[src/rtl/game_turn_if.sv]
// game_turn_if: dice input, renderer handshake and position outputs of the turn controller.
interface game_turn_if;
  logic [2:0] dice_value;
  logic       dice_valid;
  logic       turn_done;
  logic [9:0] player1_pos_x;
  logic [9:0] player2_pos_x;
  logic       pos_valid;
  logic       active_player;
  logic       winner_valid;
  logic       winner_id;
  logic       busy;
  modport master (
    output dice_value, dice_valid, turn_done,
    input  player1_pos_x, player2_pos_x, pos_valid, active_player, winner_valid, winner_id, busy
  );
  modport slave (
    input  dice_value, dice_valid, turn_done,
    output player1_pos_x, player2_pos_x, pos_valid, active_player, winner_valid, winner_id, busy
  );
endinterface

[src/rtl/game_turn_ctrl.sv]
// game_turn_ctrl: two-player dice race controller; advances the active player and handshakes with the renderer.
module game_turn_ctrl #(
  parameter int TILE_X0     = 20,
  parameter int TILE_PITCH  = 60,
  parameter int FINISH_TILE = 10,
  parameter int TIMEOUT_CYC = 25_000_000
) (
  input logic         clk,
  input logic         rst,
  game_turn_if.slave  bus
);
  localparam int CW = $clog2(TIMEOUT_CYC);
  typedef enum logic [2:0] {IDLE, MOVE, WAIT, CHECK, WIN} state_t;
  state_t          r_state, w_next;
  logic [2:0]      r_roll;
  logic [3:0]      r_tile1, r_tile2;
  logic [9:0]      r_p1x, r_p2x;
  logic            r_pos_valid, r_active, r_winner_valid, r_winner_id;
  logic [CW-1:0]   r_cnt;
  logic [3:0]      w_cur_tile, w_new_tile;
  logic [4:0]      w_sum;
  logic            w_bonus, w_win, w_legal, w_timeout;
  function automatic logic [9:0] tile_x(input logic [3:0] t);
    logic [15:0] x;
    x = 16'(TILE_X0) + 16'(t) * 16'(TILE_PITCH);
    return x[9:0];
  endfunction
  always_comb begin
    w_cur_tile = r_active ? r_tile2 : r_tile1;
    w_sum      = {1'b0, w_cur_tile} + {2'b0, r_roll};
    w_new_tile = (w_sum >= 5'(FINISH_TILE)) ? 4'(FINISH_TILE) : w_sum[3:0];
    w_win      = w_cur_tile == 4'(FINISH_TILE);
    w_bonus    = (w_cur_tile == 4'd2) || (w_cur_tile == 4'd4) || (w_cur_tile == 4'd6) || (w_cur_tile == 4'd8);
    w_legal    = bus.dice_valid && bus.dice_value != 3'd0 && bus.dice_value != 3'd7;
    w_timeout  = r_cnt == CW'(TIMEOUT_CYC - 1);
  end
  always_comb begin
    w_next = r_state;
    case (r_state)
      IDLE:    w_next = w_legal ? MOVE : IDLE;
      MOVE:    w_next = WAIT;
      WAIT:    w_next = (bus.turn_done || w_timeout) ? CHECK : WAIT;
      CHECK:   w_next = w_win ? WIN : IDLE;
      default: w_next = WIN;
    endcase
  end
  always_ff @(posedge clk or negedge rst) begin
    if (!rst) begin
      r_state        <= IDLE;
      r_roll         <= 3'd0;
      r_tile1        <= 4'd0;
      r_tile2        <= 4'd0;
      r_p1x          <= tile_x(4'd0);
      r_p2x          <= tile_x(4'd0);
      r_pos_valid    <= 1'b0;
      r_active       <= 1'b0;
      r_winner_valid <= 1'b0;
      r_winner_id    <= 1'b0;
      r_cnt          <= '0;
    end else begin
      r_state     <= w_next;
      r_pos_valid <= r_state == MOVE;
      if (r_state == IDLE && w_legal) r_roll <= bus.dice_value;
      if (r_state == MOVE) begin
        r_cnt <= '0;
        if (r_active) begin
          r_tile2 <= w_new_tile;
          r_p2x   <= tile_x(w_new_tile);
        end else begin
          r_tile1 <= w_new_tile;
          r_p1x   <= tile_x(w_new_tile);
        end
      end
      if (r_state == WAIT) r_cnt <= r_cnt + 1'b1;
      // question-box tiles grant the same player another roll
      if (r_state == CHECK) begin
        if (w_win) begin
          r_winner_valid <= 1'b1;
          r_winner_id    <= r_active;
        end else if (!w_bonus) r_active <= ~r_active;
      end
    end
  end
  assign bus.player1_pos_x = r_p1x;
  assign bus.player2_pos_x = r_p2x;
  assign bus.pos_valid     = r_pos_valid;
  assign bus.active_player = r_active;
  assign bus.winner_valid  = r_winner_valid;
  assign bus.winner_id     = r_winner_id;
  assign bus.busy          = r_state != IDLE;
endmodule

[src/flat_wrapper.sv]
// flat-port wrapper written by rule: the top's interface ports become plain ports
module game_turn_ctrl_flat 
#(
  parameter int TILE_X0     = 20,
  parameter int TILE_PITCH  = 60,
  parameter int FINISH_TILE = 10,
  parameter int TIMEOUT_CYC = 25_000_000
)
  (clk, rst, bus_dice_value, bus_dice_valid, bus_turn_done, bus_player1_pos_x, bus_player2_pos_x, bus_pos_valid, bus_active_player, bus_winner_valid, bus_winner_id, bus_busy);
  game_turn_if bus_i ();
  input logic clk;
  input logic rst;
  input wire logic [$bits(bus_i.dice_value)-1:0] bus_dice_value;
  input wire logic [$bits(bus_i.dice_valid)-1:0] bus_dice_valid;
  input wire logic [$bits(bus_i.turn_done)-1:0] bus_turn_done;
  output wire logic [$bits(bus_i.player1_pos_x)-1:0] bus_player1_pos_x;
  output wire logic [$bits(bus_i.player2_pos_x)-1:0] bus_player2_pos_x;
  output wire logic [$bits(bus_i.pos_valid)-1:0] bus_pos_valid;
  output wire logic [$bits(bus_i.active_player)-1:0] bus_active_player;
  output wire logic [$bits(bus_i.winner_valid)-1:0] bus_winner_valid;
  output wire logic [$bits(bus_i.winner_id)-1:0] bus_winner_id;
  output wire logic [$bits(bus_i.busy)-1:0] bus_busy;
  assign bus_i.dice_value = bus_dice_value;
  assign bus_i.dice_valid = bus_dice_valid;
  assign bus_i.turn_done = bus_turn_done;
  assign bus_player1_pos_x = bus_i.player1_pos_x;
  assign bus_player2_pos_x = bus_i.player2_pos_x;
  assign bus_pos_valid = bus_i.pos_valid;
  assign bus_active_player = bus_i.active_player;
  assign bus_winner_valid = bus_i.winner_valid;
  assign bus_winner_id = bus_i.winner_id;
  assign bus_busy = bus_i.busy;
  game_turn_ctrl #(.TILE_X0(TILE_X0), .TILE_PITCH(TILE_PITCH), .FINISH_TILE(FINISH_TILE), .TIMEOUT_CYC(TIMEOUT_CYC)) u_core (.clk(clk), .rst(rst), .bus(bus_i));
endmodule
[config.mk]
export PLATFORM = sky130hd
export DESIGN_NAME = game_turn_ctrl_flat
export DESIGN_NICKNAME = d
export VERILOG_FILES = /design/src/rtl/game_turn_if.sv /design/src/rtl/game_turn_ctrl.sv /design/src/flat_wrapper.sv
export SDC_FILE = /design/constraint.sdc
export NUM_CORES = 1
export LEC_CHECK = 0
export CAP_MARGIN = 20
export CORE_ASPECT_RATIO = 1.25
export CORE_MARGIN = 2
export CORE_UTILIZATION = 41
export CTS_CLUSTER_SIZE = 24
export DETAILED_ROUTE_END_ITERATION = 10
export DONT_BUFFER_PORTS = 1
export SLEW_MARGIN = 20
export SYNTH_ARGS = -nofsm -noshare
export SYNTH_HDL_FRONTEND = slang
export SYNTH_SLANG_ARGS = --single-unit
[constraint.sdc]
create_clock -name clk -period 6.3 [get_ports clk]
set_input_delay 1.26 -clock clk [delete_from_list [all_inputs] [get_ports clk]]
set_output_delay 1.26 -clock clk [all_outputs]
set_load 0.02 [all_outputs]
==> metrics.md <==
| Metric | Value |
|---|---|
| Clock-pin slew of the registers on the worst-case setup and hold paths | 70 ps |
| Vias in the first global route | 2387 |
| Cells on worst reg2reg path | 21 |
| Buffers on Ports | 0 |
| Slowest-stage cell, CP | dfrtp_2 |
| Synth Register Bits | 59 |
| Setup TNS | 0 ps |
| Row cnt | 36 |
| Die Wd | 83.0 um |
| Dominant synthesized flop cell | dfrtp_1 |
| Slew HR | 50.5% |
| Commonest cells after routing, fill and taps aside | dfrtp_1, nand2_1, o21ai_0 |
| Routing usage on met3 | 2.64% |
| Reg2reg end | u_core.bus.player1_pos_x[9] |
| First-pass iteration count of the detailed router | 4 |
| Critical path data arrival time | 5830 ps |
| DR WL/cell | 15.0 um |
| YS warnings | 0 |
| Final Max Tran Viols | 0 |
| Worst Tran Pin Value | 737 ps |
| Hold path start | u_core.r_cnt[24] |
| Synthesized area | 3200 um2 |
| Final cycle utilization of the critical path | 89.3% |
| CTS max path bufs | 2 |
| GP Congestion | 0.857 |
| Worst Hold End | u_core.r_cnt[24] |
| Vias | 2416 |
| Area Growth Syn to Fin | 8.13% |
| Crit-path max FO | 12 |
| Sink Count | 59 |
| DRC | 0 |
| Clock root cell | clkbuf_8 |
| Remaining Overflow, GRT | 0 |
| Grt met2 use | 29.5% |
| Post-synth EDFFs | 0 |
| Fill cell count | 731 |
| Multi-input combinational cell area | 1610 um2 |
| Wirelength, routed | 6550 um |
| Commonest non-fill, non-tap cell in the layout | dfrtp_1 |
| Antenna violations before repair | 0 |
| Crit Reg-Reg Startpoint | u_core.bus.active_player |
| Die height | 103 um |
| Gr busiest metal | met2 |
| Register area | 1480 um2 |
| Mean Syn Cell Area | 9.59 um2 |
| Clock Skew | 6.24 ps |
| RSZ-0062 raised after global routing | no |
| Cts repair resizes | 0 |
| GRT met1 Usage | 19.3% |
| Async SR Flop Fraction | 100% |
| Dpl hpwl | 4630 um |
| # setup viols final | 0 |
| R2r setup slk | 670 ps |
| Core box area | 7700 um2 |
| Startpoint Class | flop |
| Syn Inst Count | 334 |
| Fmax | 178 MHz |
| All-Layer GR Usage | 16.5% |
| Share of post-route cells with drive strength above 1 | 9.68% |
| ANT nets after route | 0 |
| Slowest cell delay on critical path | 580 ps |
| Status | complete, no violations |
| Crit path time final | 5630 ps |
| Fin nets | 365 |
| Final instance area | 3460 um2 |
| H-tree levels | 3 |
| Number of library cell types mapped by synthesis | 45 |
| Largest net degree at the start of global routing | 60 |
| First-pass GRT wire length | 11100 um |
| Total die area | 8540 um2 |
| Sequential area share after synthesis | 46.3% |
| TritonCTS buffer count | 9 |
| Vias/cell | 5.54 |
| Hold depth | 1 |
| Clk_lat worst skew | 340 ps |
| Max-Cap Viols | 0 |
| Ports | 32 |
| Worst hold path type | flop to flop |
| Final core occ | 44.9% |
| WP data required | 6500 ps |
| Initial core utilization | 41.6% |
| Initial DRC Count | 95 |
| Final hold vios | 0 |
| ANT cells | 0 |
| Placed Area | 3270 um2 |
| Hold buffers post-CTS | 0 |
| CTS tree | yes |
| Kind of critical path | flop to flop |
| Crit path capture type | flop |
| Crit path cell chain | mux2i_1 -> inv_1 -> ha_1 -> fa_1 -> nor2_1 -> o21ai_0 -> a21oi_1 -> nor3_1 -> nor2_1 -> inv_1 -> fa_1 -> inv_1 -> fa_1 -> inv_1 -> fa_1 -> a21o_1 -> a21oi_1 -> xnor2_1 -> o2111ai_2 -> xnor2_1 -> o21ai_1 |
| Setup Fix Bufs, Post-CTS | 0 |
synthesized netlist by cell type (3+ instances only):
master	instances	share of area (%)
dfstp_2	4	3.3
clkbuf_1	5	0.59
ha_1	16	6.3
a31oi_1	4	0.78
a21o_1	3	0.70
nand4_1	8	1.6
xnor2_1	3	0.82
fa_1	6	3.8
buf_4	5	1.2
xor2_1	9	2.5
mux2_2	6	2.1
o21ai_1	3	0.47
nand2_1	44	5.2
dfrtp_1	55	43
nor3_1	5	0.78
and3_1	7	1.4
o31ai_1	4	0.94
nor2_1	23	2.7
o21ai_0	38	5.9
nand3_1	21	3.3
a21oi_1	12	1.9
nor4_1	3	0.59
o211ai_1	6	1.4
mux2i_1	3	0.94
inv_1	16	1.9
worst max-delay path, delay by kind of cell (launching register included):
kind	cells	cell delay (ps)
buffers and inverters	4	400
XOR/XNOR	2	430
flip-flops	1	580
AO/OA/AOI/OAI	6	920
multiplexers	1	360
AND/OR/NAND/NOR	3	640
adder cells (fa/ha/maj)	5	2140
worst max-delay path by stage:
stage                                        start                           to  slack [ps]  depth (start not counted)
after floorplan           u_core.bus.active_player  u_core.bus.player1_pos_x[9]        1140                         22
after detailed placement  u_core.bus.active_player  u_core.bus.player1_pos_x[9]         460                         21
after global placement    u_core.bus.active_player  u_core.bus.player1_pos_x[9]         780                         21
after CTS                 u_core.bus.active_player  u_core.bus.player1_pos_x[9]         460                         21
after global routing      u_core.bus.active_player  u_core.bus.player1_pos_x[9]         160                         21
final                     u_core.bus.active_player  u_core.bus.player1_pos_x[9]         670                         21
logic make-up (layout without fill, tap and decap cells):
group	after synthesis	after routing	share of synthesized area (%)
compound gates	78	78	14.5
xor+xnor	12	12	3.28
fa+ha+maj	22	22	10.0
buf+inv	28	32	3.91
flops	59	59	46.3
mux	10	10	3.48
other cells	1	4	0.117
simple gates	124	124	18.5
through the flow:
step | instances | setup WS [ps] | hold WS [ps]
global placement | 420 | 779 | 473
detailed placement | 420 | 464 | 476
global route | 436 | 163 | 516
CTS | 436 | 462 | 488
finish | 436 | 673 | 485
floorplan | 337 | 1140 | 444
per-layer routing:
| metal | vias to the layer above | share of wire, % |
|---|---|---|
| met5 | - | 0 |
| met1 | 1184 | 43 |
| met3 | 11 | 3.7 |
| met2 | 47 | 51 |
| met4 | 0 | 1.7 |
| li1 | 1174 | - |
state kept, by name, summed over array words and instances, names as in the netlist:
name	count
u_core.bus.player1_pos_x	8
u_core.bus.player2_pos_x	8
u_core.bus.winner_valid	1
u_core.r_state	3
u_core.r_tile2	4
u_core.bus.winner_id	1
u_core.bus.pos_valid	1
u_core.bus.active_player	1
u_core.r_tile1	4
u_core.r_cnt	25
u_core.r_roll	3
cell type report:
cell class	count	area share, %
multi-input combinational	250	46.4
sequential	59	42.8
clock buffer	11	4.08
tap	95	3.43
inverter	16	1.73
clock inverter	5	1.52
Power is not shown: default switching activity piles up to over one toggle a cycle in this logic, so the estimate is an artifact.
